File: config.mk
export PLATFORM = sky130hd
export DESIGN_NAME = i2c_slave_regbank
export DESIGN_NICKNAME = d
export VERILOG_FILES = /design/src/rtl/i2c_slave_regbank_pkg.sv /design/src/rtl/i2c_sync_filter.sv /design/src/rtl/i2c_slave_regbank.sv
export SDC_FILE = /design/constraint.sdc
export NUM_CORES = 1
export LEC_CHECK = 0
export CORE_UTILIZATION = 57
export CTS_CLUSTER_DIAMETER = 40
export DETAILED_ROUTE_END_ITERATION = 6
export PLACE_DENSITY = 0.76
export SETUP_SLACK_MARGIN = 0.2
export SYNTH_ARGS = -nofsm -noshare
export SYNTH_HDL_FRONTEND = slang
export SYNTH_HIERARCHICAL = 1
export SYNTH_SLANG_ARGS = --single-unit
File: constraint.sdc
create_clock -name clk -period 3 [get_ports clk]
set_clock_uncertainty 0.05 [all_clocks]
set_input_delay 0.45 -clock clk [delete_from_list [all_inputs] [get_ports clk]]
set_output_delay 0.45 -clock clk [all_outputs]
set_load 0.02 [all_outputs]
File: src/rtl/i2c_slave_regbank_pkg.sv
// Shared types and bus constants for the I2C register-bank slave.
package i2c_pkg;

    typedef enum logic [3:0] {
        IDLE,
        ADDR,
        ADDR_ACK,
        PTR,
        PTR_ACK,
        WDATA,
        WDATA_ACK,
        RDATA,
        RDATA_ACK,
        IGNORE
    } i2c_state_t;

    localparam logic ACK      = 1'b0;
    localparam logic NACK     = 1'b1;
    localparam logic RW_WRITE = 1'b0;
    localparam logic RW_READ  = 1'b1;

endpackage

File: src/rtl/i2c_sync_filter.sv
// Two-flop synchroniser plus run-length glitch filter with edge pulses.
module i2c_sync_filter #(
    parameter int FILTER_LEN = 3
) (
    input  logic clk,
    input  logic reset,
    input  logic in_i,
    output logic level_o,
    output logic rise_o,
    output logic fall_o
);

    localparam int CW = $clog2(FILTER_LEN + 1);

    logic          s1_q, s2_q, lvl_q, rise_q, fall_q;
    logic [CW-1:0] cnt_q;
    logic          flip;

    // Accept the new level on the FILTER_LEN-th consecutive differing sample
    assign flip = (s2_q != lvl_q) && (cnt_q == CW'(FILTER_LEN - 1));

    always_ff @(posedge clk) begin
        if (!reset) begin
            s1_q   <= 1'b1;
            s2_q   <= 1'b1;
            lvl_q  <= 1'b1;
            rise_q <= 1'b0;
            fall_q <= 1'b0;
            cnt_q  <= '0;
        end else begin
            s1_q   <= in_i;
            s2_q   <= s1_q;
            rise_q <= flip & s2_q;
            fall_q <= flip & ~s2_q;
            if (s2_q == lvl_q) begin
                cnt_q <= '0;
            end else if (flip) begin
                lvl_q <= s2_q;
                cnt_q <= '0;
            end else begin
                cnt_q <= cnt_q + 1'b1;
            end
        end
    end

    assign level_o = lvl_q;
    assign rise_o  = rise_q;
    assign fall_o  = fall_q;

endmodule

File: src/rtl/i2c_slave_regbank.sv
// System-clocked I2C slave fronting an 8-bit register bank with a host port.
module i2c_slave_regbank
    import i2c_pkg::*;
#(
    parameter int NUM_REGS   = 16,
    parameter int PTR_W      = $clog2(NUM_REGS),
    parameter int FILTER_LEN = 3
) (
    input  logic             clk,
    input  logic             reset,
    input  logic             scl_in,
    input  logic             sda_in,
    output logic             sda_oe,
    input  logic [6:0]       slave_addr,
    input  logic             host_we,
    input  logic [PTR_W-1:0] host_addr,
    input  logic [7:0]       host_wdata,
    output logic [7:0]       host_rdata,
    output logic             busy,
    output logic             wr_strobe,
    output logic [PTR_W-1:0] wr_idx,
    output logic             stop_det
);

    logic scl_lvl, scl_rise, scl_fall;
    logic sda_lvl, sda_rise, sda_fall;

    i2c_sync_filter #(.FILTER_LEN(FILTER_LEN)) u_scl (
        .clk(clk), .reset(reset), .in_i(scl_in),
        .level_o(scl_lvl), .rise_o(scl_rise), .fall_o(scl_fall)
    );

    i2c_sync_filter #(.FILTER_LEN(FILTER_LEN)) u_sda (
        .clk(clk), .reset(reset), .in_i(sda_in),
        .level_o(sda_lvl), .rise_o(sda_rise), .fall_o(sda_fall)
    );

    i2c_state_t       state_q, state_d;
    logic [3:0]       cnt_q, cnt_d;
    logic [7:0]       shift_q, shift_d;
    logic [PTR_W-1:0] ptr_q, ptr_d, nxt_ptr;
    logic [6:0]       addr_q, addr_d;
    logic             oe_q, oe_d, busy_q, busy_d, rw_q, rw_d, ack_q, ack_d;
    logic             wr_q, wr_d, stop_q, stop_d;
    logic [PTR_W-1:0] widx_q, widx_d;
    logic [7:0]       regs_q [NUM_REGS];
    logic [7:0]       rdata_q;
    logic             start_c, stop_c, rx_st, rx_done;

    assign start_c = sda_fall & scl_lvl;
    assign stop_c  = sda_rise & scl_lvl;
    assign nxt_ptr = ptr_q + 1'b1;
    assign rx_st   = (state_q == ADDR) || (state_q == PTR) || (state_q == WDATA);
    assign rx_done = scl_fall && (cnt_q == 4'd8);

    always_comb begin
        state_d = state_q;
        cnt_d   = cnt_q;
        shift_d = shift_q;
        ptr_d   = ptr_q;
        addr_d  = addr_q;
        oe_d    = oe_q;
        busy_d  = busy_q;
        rw_d    = rw_q;
        ack_d   = ack_q;
        widx_d  = widx_q;
        wr_d    = 1'b0;
        stop_d  = 1'b0;
        if (stop_c) begin
            state_d = IDLE;
            oe_d    = 1'b0;
            busy_d  = 1'b0;
            stop_d  = 1'b1;
        end else if (start_c) begin
            state_d = ADDR;
            cnt_d   = '0;
            oe_d    = 1'b0;
            addr_d  = slave_addr;
        end else if (rx_st && scl_rise) begin
            shift_d = {shift_q[6:0], sda_lvl};
            cnt_d   = cnt_q + 4'd1;
        end else begin
            unique case (state_q)
                ADDR: if (rx_done) begin
                    cnt_d = '0;
                    if (shift_q[7:1] == addr_q) begin
                        state_d = ADDR_ACK;
                        oe_d    = 1'b1;
                        busy_d  = 1'b1;
                        rw_d    = shift_q[0];
                    end else begin
                        state_d = IGNORE;
                        busy_d  = 1'b0;
                    end
                end
                PTR: if (rx_done) begin
                    cnt_d   = '0;
                    ptr_d   = shift_q[PTR_W-1:0];
                    oe_d    = 1'b1;
                    state_d = PTR_ACK;
                end
                WDATA: if (rx_done) begin
                    cnt_d   = '0;
                    wr_d    = 1'b1;
                    widx_d  = ptr_q;
                    ptr_d   = nxt_ptr;
                    oe_d    = 1'b1;
                    state_d = WDATA_ACK;
                end
                ADDR_ACK: if (scl_fall) begin
                    if (rw_q == RW_READ) begin
                        state_d = RDATA;
                        shift_d = regs_q[ptr_q];
                        oe_d    = ~regs_q[ptr_q][7];
                    end else begin
                        state_d = PTR;
                        oe_d    = 1'b0;
                    end
                end
                PTR_ACK, WDATA_ACK: if (scl_fall) begin
                    state_d = WDATA;
                    oe_d    = 1'b0;
                end
                RDATA: begin
                    if (scl_rise) begin
                        cnt_d = cnt_q + 4'd1;
                    end else if (rx_done) begin
                        cnt_d   = '0;
                        oe_d    = 1'b0;
                        state_d = RDATA_ACK;
                    end else if (scl_fall) begin
                        shift_d = {shift_q[6:0], 1'b0};
                        oe_d    = ~shift_q[6];
                    end
                end
                RDATA_ACK: begin
                    if (scl_rise) begin
                        ack_d = sda_lvl;
                    end else if (scl_fall) begin
                        if (ack_q == ACK) begin
                            ptr_d   = nxt_ptr;
                            shift_d = regs_q[nxt_ptr];
                            oe_d    = ~regs_q[nxt_ptr][7];
                            state_d = RDATA;
                        end else begin
                            oe_d    = 1'b0;
                            state_d = IGNORE;
                        end
                    end
                end
                default: ;
            endcase
        end
    end

    always_ff @(posedge clk) begin
        if (!reset) begin
            state_q <= IDLE;
            cnt_q   <= '0;
            shift_q <= '0;
            ptr_q   <= '0;
            addr_q  <= '0;
            oe_q    <= 1'b0;
            busy_q  <= 1'b0;
            rw_q    <= RW_WRITE;
            ack_q   <= NACK;
            wr_q    <= 1'b0;
            widx_q  <= '0;
            stop_q  <= 1'b0;
        end else begin
            state_q <= state_d;
            cnt_q   <= cnt_d;
            shift_q <= shift_d;
            ptr_q   <= ptr_d;
            addr_q  <= addr_d;
            oe_q    <= oe_d;
            busy_q  <= busy_d;
            rw_q    <= rw_d;
            ack_q   <= ack_d;
            wr_q    <= wr_d;
            widx_q  <= widx_d;
            stop_q  <= stop_d;
        end
    end

    // I2C write is issued last so it wins a same-index host collision
    always_ff @(posedge clk) begin
        if (!reset) begin
            for (int i = 0; i < NUM_REGS; i++) regs_q[i] <= '0;
            rdata_q <= '0;
        end else begin
            if (host_we) regs_q[host_addr] <= host_wdata;
            if (wr_d)    regs_q[ptr_q] <= shift_q;
            rdata_q <= regs_q[host_addr];
        end
    end

    assign sda_oe     = oe_q;
    assign busy       = busy_q;
    assign wr_strobe  = wr_q;
    assign wr_idx     = widx_q;
    assign stop_det   = stop_q;
    assign host_rdata = rdata_q;

endmodule
Word level (Yosys, flattened, before mapping)
Memories as Yosys holds them, arrays and structs flattened. A register that Yosys moved wholly into a read port is not among the register bits.
Index checks and enable logic that the tools add are counted.
{ "word_totals": {"inputBits": 24, "output_inout_bits": 16, "wordCells": 200, "register_bits": 51, "mem_bits_rw": 128, "n_memories": 1} }
{ "classes": {"n_addsub": 4, "reduce_logical": 35, "bitwise": 17, "eq_ne": 47, "mux": 71} }
{ "memory_table": {"columns": ["name", "depth", "word_bits", "read_ports", "rd_clocked_by_memory_dff", "write_ports", "line_no", "rtl"], "rows": [
  ["regs_q", 16, 8, 3, 2, 16, "i2c_slave_regbank.sv:46", "logic [7:0] regs_q [NUM_REGS];"]
]} }
{ "ops": {"columns": ["cell", "count"], "rows": [
  ["4-bit two-way mux", 24],
  ["8-bit two-way mux", 11],
  ["11-bit AND reduction", 4],
  ["3-bit != test (second input constant)", 11],
  ["1-bit two-way mux", 30],
  ["4-bit one-hot mux with 7 select lines", 1],
  ["8-bit one-hot mux with 3 select lines", 1],
  ["3-bit by 2-bit != test with 1-bit output (second input constant)", 7],
  ["4-bit by 3-bit == test with 1-bit output (second input constant)", 4],
  ["2-bit != test (second input constant)", 8],
  ["8-bit OR reduction", 2],
  ["4-bit one-hot mux with 3 select lines", 1],
  ["3-bit OR reduction", 4],
  ["1-bit NOT", 11],
  ["2-bit by 1-bit != test with 1-bit output (second input constant)", 5],
  ["5-bit AND reduction", 2],
  ["9-bit AND reduction", 1],
  ["4-bit by 1-bit adder with 4-bit output (second input constant)", 2],
  ["4-bit by 2-bit == test with 1-bit output (second input constant)", 2],
  ["4-bit == test (second input constant)", 2],
  ["4-bit one-hot mux with 2 select lines", 1],
  ["2-bit AND reduction", 4],
  ["4-bit nonzero test", 2],
  ["8-bit nonzero test", 1],
  ["other kinds (18)", 33]
]} }

Depth between registers and ports, before layout
{ "logic_depth": {"ltp_word": 12, "mapped_depth": 11, "ltp_nobuf": 8} }

Modules after synthesis
Netlist, hierarchy kept.
{ "modules_own_cells": {"columns": ["mod", "cells_per_inst", "seq_area_each_um2", "instances", "area_per_inst_um2"], "rows": [
  ["i2c_slave_regbank", 1178, 4824.6, 1, 11788.8],
  ["i2c_sync_filter", 19, 140.1, 2, 227.7]
]} }

Least setup slack after synthesis
No wires, ideal clock.
{ "synth_path": {"path_kind": "register to register", "startpoint": "register ptr_q[0]", "endpoint": "register shift_q[3]", "slack_ns": 0.024, "n_path_buf": 4, "arrival_ns": 2.796, "path_stages_with_launch": 12, "path_cell_list": "dfxtp_1 -> clkbuf_1 -> buf_2 -> inv_1 -> ha_1 -> buf_2 -> buf_2 -> mux4_2 -> mux2i_1 -> o22ai_1 -> a2111oi_0 -> a21oi_1"} }
{ "synth_between": {"elab_chain_len": 7} }
{ "synth_lines": {"columns": ["element", "line_no", "rtl"], "rows": [
  ["from (decl)", "i2c_slave_regbank.sv:41", "logic [PTR_W-1:0] ptr_q, ptr_d, nxt_ptr;"],
  ["from (signal assigned)", "i2c_slave_regbank.sv:174", "ptr_q <= ptr_d;"],
  ["4-bit by 1-bit adder with 4-bit output", "i2c_slave_regbank.sv:52", "assign nxt_ptr = ptr_q + 1'b1;"],
  ["memory 16 x 8 bit", null, null],
  ["8-bit two-way mux", "i2c_slave_regbank.sv:140", "if (ack_q == ACK) begin"],
  ["8-bit two-way mux", "i2c_slave_regbank.sv:139", "end else if (scl_fall) begin"],
  ["8-bit two-way mux", "i2c_slave_regbank.sv:137", "if (scl_rise) begin"],
  ["8-bit one-hot mux with 3 select lines", "i2c_slave_regbank.sv:83", "unique case (state_q)"],
  ["8-bit two-way mux", "i2c_slave_regbank.sv:79", "end else if (rx_st && scl_rise) begin"],
  ["to (signal assigned)", "i2c_slave_regbank.sv:173", "shift_q <= shift_d;"],
  ["to (decl)", "i2c_slave_regbank.sv:40", "logic [7:0] shift_q, shift_d;"]
]} }
No other way between the ends. The select of a mux whose other input is x is not followed.
A chain may end at the register's enable or synchronous reset.

Worst setup path after layout
{ "layout_path": {"startpoint": "register ptr_q[0]", "endpoint": "register shift_q[1]"} }
The elaborated chain is that of the path after synthesis.

==> summary.txt <==
Synth
  – Mapped Avg Cell Area: 10.1 µm²
  – Post-synth top area cell: edfxtp_1
  – Synth cell types: 65
  – Mapped cell area: 0.0122 mm²
  – Post-synth EDFFs: 128
  – Syn_nets: 1248
  – Post-synthesis sequential area ratio: 41.7%
  – YS warnings: 6
  – Synth area leaders: edfxtp_1, mux4_2, dfxtp_1, nand2_1, nand3_1
  – Synth top area share: 31.4%
  – Most used DFF post-synth: edfxtp_1
  – Seq cells post-synth: 191
  – Async set-reset flop share out of synthesis: 0%
  – Syn Inst Count: 1216

Cells and area
  – Final #Nets: 1270
  – Layout cells sized above 1: 18.8%
  – Highest-count cells in the layout ignoring fill and taps: nand2_1, nand3_1, edfxtp_1
  – Fill cells: 1644
  – Synthesis-to-finish area growth: 11.8%
  – Storage cell area: 0.00511 mm²
  – Fin area: 0.0137 mm²
  – Commonest non-fill, non-tap cell in the layout: nand2_1
  – Footprint of the multi-input gates: 0.00660 mm²
  – N_diodes: 0

Clock network
  – CTS tree: done
  – Worst-path clk slew: 0.08 ns
  – Root buffer cell: clkbuf_16
  – CTS Hold Bufs: 0
  – Clk_lat worst skew: 0.46 ns
  – CTS sink cnt: 191
  – Post-CTS Setup Bufs: 0
  – CTS buffer count: 17
  – Post_cts resized: 0
  – Clock Path Buffers: 2
  – H-tree Lvls: 4

Floorplanning
  – Die ar.: 0.0221 mm²
  – Chip width: 149 µm
  – Core area: 0.0210 mm²
  – I/O pin cnt: 40
  – Starting Density: 58.2%
  – Die height: 149 µm
  – Site Rows: 53

Timing
  – Worst-margin pin slew: 1.07 ns
  – RSZ-0062 raised after global routing: yes
  – Final Setup Violations: 0
  – Final worst-path cycle share: 90.6%
  – Final setup TNS: 0 ns
  – Relative slew slack: 28.3%
  – Setup ws final: 0.282 ns
  – FMAX: 368 MHz
  – Final Slew Violations: 0
  – Final Hold Vio Count: 0
  – Min Tclk post-route: 2.72 ns
  – Worst hold slack: 0.366 ns

Placement
  – I/O Buffers: 39
  – DP Wirelength: 29.9 mm
  – DP Worst Slack: 0.316 ns
  – Final Wtd Congestion: 1.04
  – Area of placed instances: 0.0131 mm²

Pwr
  – Peak VDD IR: 0.322 mV
  – Design Power: 5860 µW
  – Pleak: 0.00508 µW
  – Pwr dens: 429 mW/mm²

Routing
  – 1st-iter DRT viols: 1654
  – Drt drc: 3
  – Drt total wl: 41.6 mm
  – Routed Antenna Nets: 0
  – Drt via density: 7.05
  – Detailed Routing Iterations Pass 1: 7
  – DR vias: 10763
  – WL per Instance: 27.2 µm

Critical path
  – Worst reg2reg endpoint: shift_q[1]
  – Reg2Reg Depth: 8
  – Flop2flop setup slack: 0.28 ns
  – Crit path capture type: flip-flop
  – Worst Setup EP: shift_q[1]
  – Critical Path Source: ptr_q[0]
  – CP arrival: 3.00 ns
  – Setup Crit Path Kind: reg2reg
  – Startpoint types: flip-flop
  – CP max FO: 14
  – CP required: 3.28 ns
  – Crit Reg-Reg Startpoint: ptr_q[0]

Run status
  – Status: complete, but fails checks
  – Failing checks: DRC

Global route
  – Vias in the first global route: 10301
  – Largest net degree at the start of global routing: 36
  – GR peak layer: met2
  – Remaining Overflow, GRT: 0
  – Total GRT Usage: 39.7%
  – Antenna violations before repair: 0
  – GRT met2 Usage: 59.6%
  – GR Layer Usage met3: 11.0%
  – GRT met1 Usage: 50.6%
  – First-pass GRT wire length: 63.4 mm

Run
  – Maxcap violations: 0

Worst hold path
  – Worst min path class: reg2reg
## through the flow
stage          utilization (%)  instances
3_5_place_dp              62.3       1494
4_1_cts                   65.0       1526
5_1_grt                   65.1       1526
3_3_place_gp              62.3       1494
6_report                  65.1       1526
2_1_floorplan                -       1216
## critical path: stages (launching register included)
cell	delay, ns
dfxtp_1	0.36
inv_1	0.10
ha_2	0.36
buf_4	0.29
mux4_2	0.54
mux2i_1	0.16
o32ai_1	0.09
a2111oi_0	0.50
a21oi_1	0.12
## registers in the layout, summed over array words and instances, names as in the netlist, 2 cells and up, named ones only
register	count
addr_q	7
cnt_q	4
u_scl/cnt_q	2
host_rdata	8
state_q	4
u_sda/cnt_q	2
wr_idx	4
ptr_q	4
regs_q	128
shift_q	8
## cell type report
type | instances | share of cell area, %
clock buffers | 17 | 3.11
clock inverters | 15 | 1.07
inverters | 13 | 0.357
multi-input cells | 901 | 48.2
flip-flops and latches | 191 | 37.3
well taps | 275 | 2.51
repair buffers | 114 | 7.41
## synthesized netlist by cell type, drive strengths merged (5+ instances only)
| cell type | n |
|---|---|
| a2111oi | 8 |
| a211oi | 6 |
| a21oi | 33 |
| and2 | 14 |
| and3 | 17 |
| buf | 54 |
| clkbuf | 57 |
| dfxtp | 63 |
| edfxtp | 128 |
| ha | 8 |
| inv | 13 |
| mux2i | 45 |
| mux4 | 101 |
| nand2 | 306 |
| nand2b | 11 |
| nand3 | 154 |
| nor2 | 50 |
| nor2b | 8 |
| nor3 | 16 |
| nor3b | 5 |
| nor4b | 5 |
| o21ai | 25 |
| o22ai | 6 |
| or3 | 18 |
| xor2 | 10 |
## worst min-delay path by stage
| stage | slack, ns | from | to | cells past startpoint |
|---|---|---|---|---|
| 3_3_place_gp | 0.34 | u_sda/s1_q | u_sda/s2_q | 1 |
| 6_report | 0.37 | u_sda/s1_q | u_sda/s2_q | 1 |
| 4_1_cts | 0.37 | u_sda/s1_q | u_sda/s2_q | 1 |
| 5_1_grt | 0.39 | u_scl/s1_q | u_scl/s2_q | 1 |
| 2_1_floorplan | 0.34 | u_scl/s1_q | u_scl/s2_q | 1 |
| 3_5_place_dp | 0.35 | u_sda/s1_q | u_sda/s2_q | 1 |
## power breakdown
group / internal (µW) / switching [µW] / leakage, µW
Clock: 1110 / 1160 / 0.000278
Sequential: 2920 / 149 / 0.00173
Combinational: 258 / 265 / 0.00307
## metal layers
| layer | vias to the layer above | part of all wire [%] |
|---|---|---|
| met2 | 940 | 44 |
| met1 | 5092 | 34 |
| met3 | 209 | 15 |
| met5 | - | 0.12 |
| met4 | 2 | 6.8 |
| li1 | 4520 | - |
## cell families after synthesis
kind of cell             synth area share [%]
buffers and inverters                    4.54
AND/OR/NAND/NOR                          23.7
adder cells (fa/ha/maj)                 0.899
multiplexers                             22.3
XOR/XNOR                                 1.00
flip-flops                               41.7
AO/OA/AOI/OAI                            5.86
No activity file was read; power rests on OpenSTA's default activity.
